## src/rtl/bitpack_pkg.sv

```systemverilog
// Shared types and constants for the bitpack stochastic datapath.
// Holds the generator FSM states and the Galois LFSR step function.
package bitpack_pkg;

    typedef enum logic [1:0] {
        IDLE = 2'd0,
        RUN  = 2'd1,
        FIN  = 2'd2
    } sn_state_t;

    localparam int          SN_WIDTH = 16;
    localparam logic [15:0] SN_SEED  = 16'hACE1;
    localparam logic [15:0] SN_TAPS  = 16'hB400;

    // One right-shifting Galois step; callers narrow the result to their width.
    function automatic logic [31:0] lfsr_next(
        input logic [31:0] state,
        input logic [31:0] taps
    );
        return state[0] ? ((state >> 1) ^ taps) : (state >> 1);
    endfunction

endpackage

```

## src/rtl/sn_generator_lfsr.sv

```systemverilog
// Galois LFSR used as the random source of the stochastic-number generator.
// Load restarts the sequence from the seed; a zero seed is replaced by 1.
module sn_lfsr
    import bitpack_pkg::*;
#(
    parameter int               WIDTH = SN_WIDTH,
    parameter logic [WIDTH-1:0] SEED  = WIDTH'(SN_SEED),
    parameter logic [WIDTH-1:0] TAPS  = WIDTH'(SN_TAPS)
) (
    input  logic             clk,
    input  logic             rst_n,
    input  logic             load,
    input  logic             step,
    output logic [WIDTH-1:0] state
);

    localparam logic [WIDTH-1:0] SEED_SAFE =
        (SEED == '0) ? WIDTH'(1) : SEED;

    // LFSR state: reseed on load, otherwise advance one step when asked.
    always_ff @(posedge clk or negedge rst_n) begin
        if (!rst_n) begin
            state <= SEED_SAFE;
        end else if (load) begin
            state <= SEED_SAFE;
        end else if (step) begin
            state <= WIDTH'(lfsr_next(32'(state), 32'(TAPS)));
        end
    end

endmodule

```

## src/rtl/sn_generator.sv

```systemverilog
// Stochastic-number generator: signed value in, ternary P/N bitstream out.
// Stream length is programmable; EN_OUT marks each valid element.
module sn_generator
    import bitpack_pkg::*;
#(
    parameter int               WIDTH     = SN_WIDTH,
    parameter logic [WIDTH-1:0] LFSR_SEED = WIDTH'(SN_SEED),
    parameter logic [WIDTH-1:0] LFSR_TAPS = WIDTH'(SN_TAPS)
) (
    input  logic        CLK,
    input  logic        RST_X,
    input  logic [31:0] DATA_IN,
    input  logic        DATA_WE,
    input  logic        LEN_WE,
    input  logic        START,
    output logic        SN_OUT_P,
    output logic        SN_OUT_N,
    output logic        EN_OUT,
    output logic        BUSY,
    output logic        DONE
);

    sn_state_t        state;
    sn_state_t        state_next;
    logic [WIDTH:0]   value;
    logic [31:0]      length;
    logic [31:0]      remaining;
    logic [WIDTH-1:0] rnd;
    logic [WIDTH:0]   mag;
    logic             sign;
    logic             hit;
    logic             run;
    logic             start_ok;

    assign start_ok = START && (state == IDLE);
    assign run      = (state == RUN);
    assign sign     = value[WIDTH];
    // Negating -2^WIDTH wraps to itself, which reads as 2^WIDTH unsigned.
    assign mag      = sign ? -value : value;
    assign hit      = {1'b0, rnd} < mag;

    sn_lfsr #(
        .WIDTH (WIDTH),
        .SEED  (LFSR_SEED),
        .TAPS  (LFSR_TAPS)
    ) u_lfsr (
        .clk   (CLK),
        .rst_n (RST_X),
        .load  (start_ok),
        .step  (run),
        .state (rnd)
    );

    // Value and length registers written from the CPU interface.
    always_ff @(posedge CLK or negedge RST_X) begin
        if (!RST_X) begin
            value  <= '0;
            length <= '0;
        end else begin
            if (DATA_WE) begin
                value <= DATA_IN[WIDTH:0];
            end
            if (LEN_WE) begin
                length <= DATA_IN;
            end
        end
    end

    // FSM state register.
    always_ff @(posedge CLK or negedge RST_X) begin
        if (!RST_X) begin
            state <= IDLE;
        end else begin
            state <= state_next;
        end
    end

    // Next-state logic; START is only honoured in IDLE.
    always_comb begin
        state_next = state;
        unique case (state)
            IDLE: begin
                if (START) begin
                    state_next = (length != '0) ? RUN : FIN;
                end
            end
            RUN: begin
                if (remaining <= 32'd1) begin
                    state_next = FIN;
                end
            end
            FIN: begin
                state_next = IDLE;
            end
            default: begin
                state_next = IDLE;
            end
        endcase
    end

    // Remaining-element counter; saturates at zero instead of wrapping.
    always_ff @(posedge CLK or negedge RST_X) begin
        if (!RST_X) begin
            remaining <= '0;
        end else if (start_ok) begin
            remaining <= length;
        end else if (run && (remaining != '0)) begin
            remaining <= remaining - 32'd1;
        end
    end

    // Registered stream outputs and status flags.
    always_ff @(posedge CLK or negedge RST_X) begin
        if (!RST_X) begin
            SN_OUT_P <= 1'b0;
            SN_OUT_N <= 1'b0;
            EN_OUT   <= 1'b0;
            BUSY     <= 1'b0;
            DONE     <= 1'b0;
        end else begin
            SN_OUT_P <= run && hit && !sign;
            SN_OUT_N <= run && hit && sign;
            EN_OUT   <= run;
            BUSY     <= (state_next != IDLE);
            DONE     <= (state == FIN);
        end
    end

endmodule
```

## config.mk

```make
export PLATFORM = sky130hd
export DESIGN_NAME = sn_generator
export DESIGN_NICKNAME = d
export VERILOG_FILES = /design/src/rtl/bitpack_pkg.sv /design/src/rtl/sn_generator_lfsr.sv /design/src/rtl/sn_generator.sv
export SDC_FILE = /design/constraint.sdc
export NUM_CORES = 1
export LEC_CHECK = 0
export ABC_AREA = 0
export CORE_ASPECT_RATIO = 0.8
export CORE_UTILIZATION = 63
export DETAILED_ROUTE_END_ITERATION = 10
export PLACE_DENSITY = 0.81
export SLEW_MARGIN = 20
export SYNTH_ARGS = -nofsm -noshare
export SYNTH_HDL_FRONTEND = slang
export SYNTH_SLANG_ARGS = --single-unit
```

## constraint.sdc

```tcl
create_clock -name CLK -period 9.8 [get_ports CLK]
set_clock_uncertainty 0.2 [all_clocks]
set_input_delay 1.47 -clock CLK [delete_from_list [all_inputs] [get_ports CLK]]
set_output_delay 1.47 -clock CLK [all_outputs]
set_load 0.01 [all_outputs]
```

==> impl_summary.log, run 1 <==
[metrics] clock share of power: 33.1%
[metrics] total of endpoints with negative setup slack in the final report: 0
[metrics] Gates resized, CTS repair: 0
[metrics] synthesized cell area: 5330 um2
[metrics] CTS tree: yes
[metrics] Logic pwr share: 12.1%
[metrics] post-synthesis sequential area ratio: 49.0%
[metrics] number of antenna violations at the first check in global routing: 0
[metrics] combined flip-flop and latch cell area: 2610 um2
[metrics] number of clock sinks seen by CTS: 104
[metrics] FFs w/ async S/R, synth: 100%
[metrics] RSZ-0062 raised after global routing: no
[metrics] number of buffers inserted by hold repair at cts: 0
[metrics] M2 GR Usage: 43.8%
[metrics] via count of the first global-routing pass: 3909
[metrics] kind of launch point of the worst setup path: flip-flop
[metrics] ratio of cells with drive above 1 in the final layout: 15.9%
[metrics] Final Hold Viols: 0
[metrics] number of placed instances, taps included: 634
[metrics] Most used DFF post-synth: sky130_fd_sc_hd__dfrtp_1
[metrics] post-route cell area: 6000 um2
[metrics] area grow syn2layout: 12.7%
[metrics] number of H-tree branching levels: 3
[metrics] worst slew margin relative to its limit: 33.2%
[metrics] vias per std cell: 6.12
[metrics] leading cell types in the layout, fill and taps excluded: 96 x sky130_fd_sc_hd__dfrtp_1, 66 x sky130_fd_sc_hd__nand2_1, 47 x sky130_fd_sc_hd__mux2_2
[metrics] Internal Dissipation: 0.635 mW
[metrics] Crit Path Max Fanout: 5
[metrics] met1 routing resource usage after global routing: 42.5%
[metrics] max capacitance violation total: 0
[metrics] Die Width: 105 um
[metrics] per-cell routed wire length: 17.9 um
[metrics] std cell rows: 29
[metrics] fin cells: 650
[metrics] Die Ht: 84.2 um
[metrics] final period demand of the worst path: 3470 ps
[metrics] Netlist cell types: 52
[metrics] standby leakage power: 2.30 nW
[metrics] Core Area: 8060 um2
[metrics] share of the clock period used by the worst path after layout: 35.4%
[metrics] critical path capture point type: flip-flop
[metrics] number of optimization iterations in the first detailed-route pass: 6
[metrics] vias post-DR: 3980
[metrics] wire length of the first global-routing pass: 19900 um
[metrics] critical path class: flip-flop to flip-flop
[metrics] number of buffers inserted by port buffering: 41
[metrics] routed wire length: 11600 um
[metrics] switching power total: 0.231 mW
[metrics] maximum clock frequency: 288 MHz
[metrics] status: complete, no violations
[metrics] Root Buffer: sky130_fd_sc_hd__clkbuf_8
[metrics] switching share of power: 26.7%
[metrics] worst min-delay path category: flip-flop to flip-flop
[metrics] Total Negative Setup Slacks: 0 ps
[metrics] Initial DRC Count: 310
[metrics] pin count of the biggest net entering global routing: 68
[metrics] largest buffer count on any clock path: 2
[metrics] Post-Syn Area per Cell: 10.5 um2
[metrics] maximum vdd drop: 0.000122 V
[metrics] instance count of the mapped netlist: 505
[metrics] post-detailed-route DRC marker count: 0
[metrics] number of buffers added by the clock tree synthesis step: 9
[metrics] number of buffers added for setup after CTS: 0
[metrics] Worst-path clk slew: 100 ps
[metrics] post-synth net total: 560
[metrics] Antenna Cells: 0
[metrics] busiest layer in global routing: met2
[metrics] global placer's final weighted congestion: 0.881
[metrics] total number of yosys warnings: 0
[metrics] Slew Limit Fails: 0
[metrics] critical path data arrival time: 3530 ps
[metrics] measured slew at the worst slew-check pin: 1000 ps
[metrics] total global routing overflow: 0
[metrics] post-synthesis register bit count: 104
[metrics] Final #Nets: 592
[metrics] Die Area: 8830 um2
[metrics] number of fillers in the final layout: 600
[metrics] part of the total power dissipated in sequential elements: 54.8%
[metrics] I/O pin cnt: 42
[metrics] required time of the worst setup path: 9860 ps
[metrics] number of synthesized flops with an enable pin: 0
[metrics] Routed Antenna Nets: 0
[metrics] leading cell type in the layout, fill and taps excluded: sky130_fd_sc_hd__dfrtp_1
[metrics] Power Density: 144 nW/um2
[metrics] total area of multi-input combinational cells: 2580 um2
[metrics] clock insertion delay at the later pin of the skew report: 380 ps
[metrics] total half-perimeter wirelength after legalization and detailed placement: 8180 um
[metrics] combined global-route utilization of all metal layers: 29.0%
[metrics] post-detailed-placement cell area: 5790 um2
[metrics] initial core utilization: 66.1%
[metrics] GRT met3 Usage: 5.59%
## worst paths after layout
| kind | depth (start not counted) | startpoint | slack [ps] | to |
|---|---|---|---|---|
| max in group asynchronous | 2 | RST_X | 7360 | u_lfsr.state[12] |
| min in group asynchronous | 1 | RST_X | 910 | value[2] |
| setup / recovery | 10 | value[4] | 6330 | SN_OUT_P |
| setup reg to reg | 10 | value[4] | 6330 | SN_OUT_P |
| hold / removal | 2 | u_lfsr.state[7] | 310 | u_lfsr.state[6] |
| hold reg to reg | 2 | u_lfsr.state[7] | 310 | u_lfsr.state[6] |
## worst max-delay path, stage by stage (launching register included)
cell and delay (ps):
sky130_fd_sc_hd__dfrtp_1 440, sky130_fd_sc_hd__or4_1 550, sky130_fd_sc_hd__or3_1 430, sky130_fd_sc_hd__o21ai_0 210, sky130_fd_sc_hd__xor2_1 180, sky130_fd_sc_hd__ha_1 280
sky130_fd_sc_hd__a2111oi_0 410, sky130_fd_sc_hd__nand2_1 100, sky130_fd_sc_hd__a221oi_1 220, sky130_fd_sc_hd__nor3_1 100, sky130_fd_sc_hd__nor4_1 230
## state kept, by name, summed over array words and instances, names as in the netlist
signal and count:
DONE 1, SN_OUT_P 1, u_lfsr.state 16, length 32, BUSY 1, state 2, SN_OUT_N 1, remaining 32
value 17, EN_OUT 1
## layout make-up
cell class	count	share of cell area, %
sequential	104	43.5
multi-input combinational	367	42.9
timing repair buffer	43	7.04
clock buffer	10	2.29
tap	108	2.25
clock inverter	6	1.21
inverter	12	0.750
## cell usage after synthesis, types with 12 or more instances
| library cell | instances | area (um2) |
|---|---|---|
| sky130_fd_sc_hd__clkbuf_1 | 16 | 60.1 |
| sky130_fd_sc_hd__dfrtp_1 | 96 | 2400 |
| sky130_fd_sc_hd__ha_1 | 18 | 225 |
| sky130_fd_sc_hd__inv_1 | 12 | 45.0 |
| sky130_fd_sc_hd__mux2_2 | 47 | 529 |
| sky130_fd_sc_hd__nand2_1 | 66 | 248 |
| sky130_fd_sc_hd__nor2_1 | 29 | 109 |
| sky130_fd_sc_hd__nor3_1 | 17 | 85.1 |
| sky130_fd_sc_hd__nor4_1 | 16 | 100 |
| sky130_fd_sc_hd__o21ai_0 | 39 | 195 |
| sky130_fd_sc_hd__xnor2_1 | 28 | 245 |
| sky130_fd_sc_hd__xor2_1 | 15 | 131 |
## power groups by stage
stage	logic [mW]	clock network, mW	registers, mW
after floorplan	0.0636	0	0.474
after global placement	0.0993	0	0.481
after detailed placement	0.105	0	0.482
after CTS	0.106	0.289	0.474
after global routing	0.118	0.303	0.477
final	0.105	0.287	0.474
## metal layers
| metal | vias up | routed length, um |
|---|---|---|
| met4 | 0 | 175 |
| met3 | 20 | 620 |
| met2 | 123 | 5350 |
| met5 | - | 0 |
| li1 | 1863 | - |
| met1 | 1974 | 5460 |
## cell families after synthesis
kind of cell,after synthesis,share of synthesized area (%)
adders and majority gates,18,4.23
xor gates and xnor gates,43,7.07
buffers and inverters,34,2.61
DFF,104,49.0
AOI/OAI and AO/OA,85,9.82
muxes,48,10.1
and+or+nand+nor,173,17.1
## through the flow
step / utilization (%) / power (mW) / hold WS (ps) / worst slack (ps)
floorplan: - / 0.537 / 268 / 6640
global placement: 71.9 / 0.581 / 284 / 6290
detailed placement: 71.9 / 0.588 / 294 / 6230
CTS: 74.5 / 0.869 / 302 / 6340
global route: 74.5 / 0.898 / 325 / 6160
finish: 74.5 / 0.866 / 305 / 6330
Power figures use the tool's default switching activity.
==> run 2, diff against run 1 <==
- CORE_UTILIZATION: 63 -> 58
- PLACE_DENSITY: 0.81 -> 0.75
- clock period: 9.8 -> 3.4 ns (I/O delays scaled with it)
==> run 2 against run 1 <==
Effect of this change:
- die area rose by 8.4%
- first-iteration DRC count rose by 11%
- cell area rose by 3.2%
- global-route usage fell by 2.5 points
- via count fell by 1.3%
- maximum frequency rose by 6.3%
- register-to-register slack got worse by 6200 ps
- critical path type unchanged
==> impl_summary.log, run 2 (synthesis results as in run 1) <==
[metrics] status: complete, no violations
[metrics] number of placed instances, taps included: 645
[metrics] Util after Layout: 71.1%
[metrics] Antenna Cells: 0
[metrics] number of clock sinks seen by CTS: 104
[metrics] Initial DRC Count: 345
[metrics] Root Buffer: sky130_fd_sc_hd__clkbuf_16
[metrics] maximum clock frequency: 307 MHz
[metrics] number of buffers inserted by port buffering: 41
[metrics] maximum vdd drop: 0.000367 V
[metrics] reg-to-reg endpoint: SN_OUT_N
[metrics] number of optimization iterations in the first detailed-route pass: 6
[metrics] worst min-delay path category: primary input to asynchronous set/reset pin
[metrics] largest buffer count on any clock path: 2
[metrics] total of endpoints with negative setup slack in the final report: 0
[metrics] total power after layout: 2.75 mW
[metrics] Worst-path clk slew: 70 ps
[metrics] global placer's final weighted congestion: 0.824
[metrics] pin count of the biggest net entering global routing: 69
[metrics] number of H-tree branching levels: 3
[metrics] critical path class: flip-flop to flip-flop
[metrics] number of buffers added by the clock tree synthesis step: 9
[metrics] critical path data arrival time: 3310 ps
[metrics] Final Hold Viols: 0
[metrics] clock insertion delay at the later pin of the skew report: 350 ps
[metrics] Routed Antenna Nets: 0
[metrics] std cell rows: 30
[metrics] number of buffers added for setup after CTS: 0
[metrics] FF-to-FF Start: value[6]
[metrics] leading cell type in the layout, fill and taps excluded: sky130_fd_sc_hd__dfrtp_1
[metrics] required time of the worst setup path: 3450 ps
[metrics] Crit Path Max Fanout: 3
[metrics] Slew Limit Fails: 0
[metrics] final period demand of the worst path: 3260 ps
[metrics] Power Density: 444 nW/um2
[metrics] vias per std cell: 5.94
[metrics] initial core utilization: 61.2%
[metrics] area grow syn2layout: 16.3%
[metrics] share of the clock period used by the worst path after layout: 95.9%
[metrics] worst slew margin relative to its limit: 42.8%
[metrics] wire length of the first global-routing pass: 19100 um
[metrics] Die Ht: 87.7 um
[metrics] Die Area: 9570 um2
[metrics] fin cells: 661
[metrics] routed wire length: 11500 um
[metrics] kind of launch point of the worst setup path: flip-flop
[metrics] largest registers in the final layout: length x32, remaining x32, value x17
[metrics] combined global-route utilization of all metal layers: 26.5%
[metrics] register-to-register setup slack: 140 ps
[metrics] Final #Nets: 599
[metrics] CTS tree: yes
[metrics] number of antenna violations at the first check in global routing: 0
[metrics] critical path capture point type: flip-flop
[metrics] total half-perimeter wirelength after legalization and detailed placement: 8240 um
[metrics] leading cell types in the layout, fill and taps excluded: 96 x sky130_fd_sc_hd__dfrtp_1, 66 x sky130_fd_sc_hd__nand2_1, 47 x sky130_fd_sc_hd__mux2_2
[metrics] Worst R2R Path Depth: 10
[metrics] per-cell routed wire length: 17.4 um
[metrics] vias post-DR: 3927
[metrics] max capacitance violation total: 0
[metrics] Die Width: 109 um
[metrics] standby leakage power: 2.39 nW
[metrics] measured slew at the worst slew-check pin: 858 ps
[metrics] I/O pin cnt: 42
[metrics] Core Area: 8710 um2
[metrics] total global routing overflow: 0
[metrics] via count of the first global-routing pass: 3768
[metrics] post-detailed-route DRC marker count: 0
[metrics] ratio of cells with drive above 1 in the final layout: 18.2%
run 2: cell count changes in the layout (fill, tap and decap cells not counted), moves of 2 or more:
cell / change
sky130_fd_sc_hd__buf_4: +7
sky130_fd_sc_hd__clkbuf_16: +9
sky130_fd_sc_hd__clkbuf_8: -10
sky130_fd_sc_hd__inv_6: -2
sky130_fd_sc_hd__inv_8: +2
sky130_fd_sc_hd__o31ai_1: -2
sky130_fd_sc_hd__o31ai_2: +2
run 2: cell type report:
type / count / area, um2
flip-flops and latches: 104 / 2610
fillers: 655 / 2510
repair buffers: 50 / 475
well taps: 112 / 140
clock inverters: 7 / 86.3
inverters: 12 / 45.0
clock buffers: 9 / 225
multi-input cells: 367 / 2610
run 2: timing repair:
action / 4_1_cts / 5_1_grt
gates cloned: 0 / 0
pin swaps: 0 / 1
hold buffers: 0 / 0
gates resized for setup: 2 / 7
endpoints found under the hold margin: 0 / 0
setup endpoints to repair: 1 / 2
run 2: routing by layer:
layer / routed length (um) / GRT usage [%] / share of wire [%]
met3: 558 / 5.65 / 4.8
met4: 118 / 6.76 / 1.0
met2: 5360 / 40.9 / 46
met5: 0 / 0 / 0
met1: 5500 / 38.2 / 48
run 2: per-stage QoR:
stage	setup WS (ps)	area (um2)	hold WS, ps	setup TNS, ps
3_3_place_gp	158	5850	285	0
2_1_floorplan	242	5330	14.4	0
4_1_cts	13.7	6160	103	0
5_1_grt	-21.5	6200	132	-22.0
3_5_place_dp	9.35	5850	297	0
6_report	139	6200	50.5	0
run 2: where the power goes:
part / internal, mW / leakage [nW] / switching (mW) / total [mW]
Sequential: 1.30 / 1.13 / 0.0674 / 1.37
Clock: 0.586 / 0.150 / 0.481 / 1.07
Combinational: 0.170 / 1.11 / 0.144 / 0.315
Total: 2.06 / 2.39 / 0.692 / 2.75
run 2: worst max-delay path, stage by stage (launching register included):
cell and delay, ps:
sky130_fd_sc_hd__dfrtp_1 410, sky130_fd_sc_hd__or4_4 550, sky130_fd_sc_hd__or3_1 410, sky130_fd_sc_hd__o21ai_2 160, sky130_fd_sc_hd__xor2_1 160, sky130_fd_sc_hd__ha_1 270
sky130_fd_sc_hd__a2111oi_1 400, sky130_fd_sc_hd__nand2_1 120, sky130_fd_sc_hd__a221oi_2 180, sky130_fd_sc_hd__nor3_1 90, sky130_fd_sc_hd__a211oi_1 230
run 2: worst max path at each step:
stage | startpoint | to
5_1_grt | value[6] | SN_OUT_N
3_3_place_gp | value[6] | SN_OUT_N
2_1_floorplan | value[4] | SN_OUT_N
6_report | value[6] | SN_OUT_N
3_5_place_dp | value[6] | SN_OUT_N
4_1_cts | value[6] | SN_OUT_N
==> run 3, diff against run 2 <==
- CAP_MARGIN: default -> 40
- CORE_MARGIN: default -> 2
==> run 3 against run 2 <==
Effect of this change:
- cell count increased by 0.61%
- clock power about the same
- via count decreased by 0.31%
- register-to-register slack got worse by 70 ps
- critical path type unchanged
- largest power group unchanged
- highest routed layer unchanged
==> impl_summary.log, run 3 (synthesis results as in run 1) <==
[metrics] wire length of the first global-routing pass: 19500 um
[metrics] Antenna Cells: 0
[metrics] measured slew at the worst slew-check pin: 595 ps
[metrics] initial core utilization: 59.2%
[metrics] Worst-path clk slew: 70 ps
[metrics] Slew Limit Fails: 0
[metrics] largest registers in the final layout: length x32, remaining x32, value x17
[metrics] clock insertion delay at the later pin of the skew report: 350 ps
[metrics] met1 routing resource usage after global routing: 36.4%
[metrics] area grow syn2layout: 16.9%
[metrics] vias per std cell: 5.89
[metrics] share of the clock period used by the worst path after layout: 98.1%
[metrics] Final #Nets: 600
[metrics] critical path class: flip-flop to flip-flop
[metrics] Die Width: 111 um
[metrics] kind of launch point of the worst setup path: flip-flop
[metrics] std cell rows: 31
[metrics] global placer's final weighted congestion: 0.847
[metrics] number of clock sinks seen by CTS: 104
[metrics] Initial DRC Count: 276
[metrics] required time of the worst setup path: 3450 ps
[metrics] ratio of cells with drive above 1 in the final layout: 18.2%
[metrics] number of H-tree branching levels: 3
[metrics] CTS tree: yes
[metrics] total half-perimeter wirelength after legalization and detailed placement: 8220 um
[metrics] routed wire length: 11500 um
[metrics] I/O pin cnt: 42
[metrics] leading cell type in the layout, fill and taps excluded: sky130_fd_sc_hd__dfrtp_1
[metrics] Routed Antenna Nets: 0
[metrics] busiest layer in global routing: met1
[metrics] Crit Path Max Fanout: 3
[metrics] maximum vdd drop: 0.000329 V
[metrics] worst slew margin relative to its limit: 60.4%
[metrics] number of optimization iterations in the first detailed-route pass: 5
[metrics] Die Ht: 89.7 um
[metrics] number of fillers in the final layout: 663
[metrics] M2 GR Usage: 36.4%
[metrics] number of buffers added by the clock tree synthesis step: 9
[metrics] combined global-route utilization of all metal layers: 24.5%
[metrics] pin count of the biggest net entering global routing: 63
[metrics] post-detailed-route DRC marker count: 0
[metrics] final period demand of the worst path: 3330 ps
[metrics] fin cells: 665
[metrics] per-cell routed wire length: 17.3 um
[metrics] worst min-delay path category: flip-flop to flip-flop
[metrics] Power Density: 439 nW/um2
[metrics] total global routing overflow: 0
[metrics] number of buffers added for setup after CTS: 0
[metrics] critical path capture point type: flip-flop
[metrics] Util after Layout: 69.2%
[metrics] number of antenna violations at the first check in global routing: 0
[metrics] largest buffer count on any clock path: 2
[metrics] maximum clock frequency: 300 MHz
[metrics] critical path data arrival time: 3380 ps
[metrics] GRT met3 Usage: 5.19%
[metrics] standby leakage power: 2.39 nW
[metrics] Core Area: 9000 um2
[metrics] number of placed instances, taps included: 647
[metrics] number of buffers inserted by port buffering: 41
[metrics] leading cell types in the layout, fill and taps excluded: 96 x sky130_fd_sc_hd__dfrtp_1, 66 x sky130_fd_sc_hd__nand2_1, 47 x sky130_fd_sc_hd__mux2_2
[metrics] Die Area: 9970 um2
[metrics] Final Hold Viols: 0
[metrics] total of endpoints with negative setup slack in the final report: 0
[metrics] Root Buffer: sky130_fd_sc_hd__clkbuf_16
[metrics] post-route cell area: 6220 um2
[metrics] post-detailed-placement cell area: 5860 um2
[metrics] vias post-DR: 3915
[metrics] via count of the first global-routing pass: 3879
[metrics] status: complete, no violations
[metrics] max capacitance violation total: 0
run 3: final timing paths:
path / startpoint / to / slack, ps / cells after the start
max: value[6] / SN_OUT_N / 70 / 12
max reg2reg: value[6] / SN_OUT_N / 70 / 12
min: u_lfsr.state[7] / u_lfsr.state[6] / 300 / 2
min in group asynchronous: RST_X / u_lfsr.state[3] / 490 / 2
max in group asynchronous: RST_X / u_lfsr.state[10] / 1770 / 3
min reg2reg: u_lfsr.state[7] / u_lfsr.state[6] / 300 / 2
run 3: area by class of cell:
class | count | area (um2) | area share, %
Sequential cell | 104 | 2610 | 42.0
Clock inverter | 7 | 80.1 | 1.29
Timing Repair Buffer | 51 | 505 | 8.12
Clock buffer | 9 | 225 | 3.62
Multi-Input combinational cell | 367 | 2610 | 42.0
Inverter | 12 | 45.0 | 0.724
Tap cell | 115 | 144 | 2.31
run 3: critical path, stage by stage, from the launching register on:
cell and delay, ps:
sky130_fd_sc_hd__dfrtp_1 410, sky130_fd_sc_hd__or4_4 560, sky130_fd_sc_hd__or3_4 390, sky130_fd_sc_hd__buf_4 150, sky130_fd_sc_hd__o31ai_2 190, sky130_fd_sc_hd__xor2_1 100
sky130_fd_sc_hd__ha_1 190, sky130_fd_sc_hd__a21o_1 150, sky130_fd_sc_hd__a21oi_1 200, sky130_fd_sc_hd__nand2_1 80, sky130_fd_sc_hd__a221oi_1 250, sky130_fd_sc_hd__nor3_1 110
sky130_fd_sc_hd__a211oi_1 250
run 3: repair_timing:
action / in CTS / in global routing
hold endpoints to repair: 42 / 0
setup endpoints to repair: 0 / 2
hold buffers: 1 / 0
gates resized for setup: 0 / 10
run 3: through the flow:
step | setup TNS [ps] | power (mW) | worst slack [ps] | hold slack [ps]
floorplan | 0 | 1.55 | 242 | 14.4
detailed placement | 0 | 1.69 | 63.3 | 290
CTS | 0 | 2.74 | 33.0 | 300
global route | -3.24 | 2.85 | -3.24 | 325
finish | 0 | 2.73 | 65.6 | 302
global placement | 0 | 1.68 | 160 | 285
run 3: layer usage:
metal  wire length, um  vias up
li1                  -     1884
met1              5590     1940
met2              5280       75
met3               477       16
met4               148        0
met5                 0        -
run 3: report_power, final:
part | internal [mW] | switching (mW) | total [mW]
sequential | 1.30 | 0.0682 | 1.37
clock | 0.577 | 0.472 | 1.05
combinational | 0.172 | 0.143 | 0.314
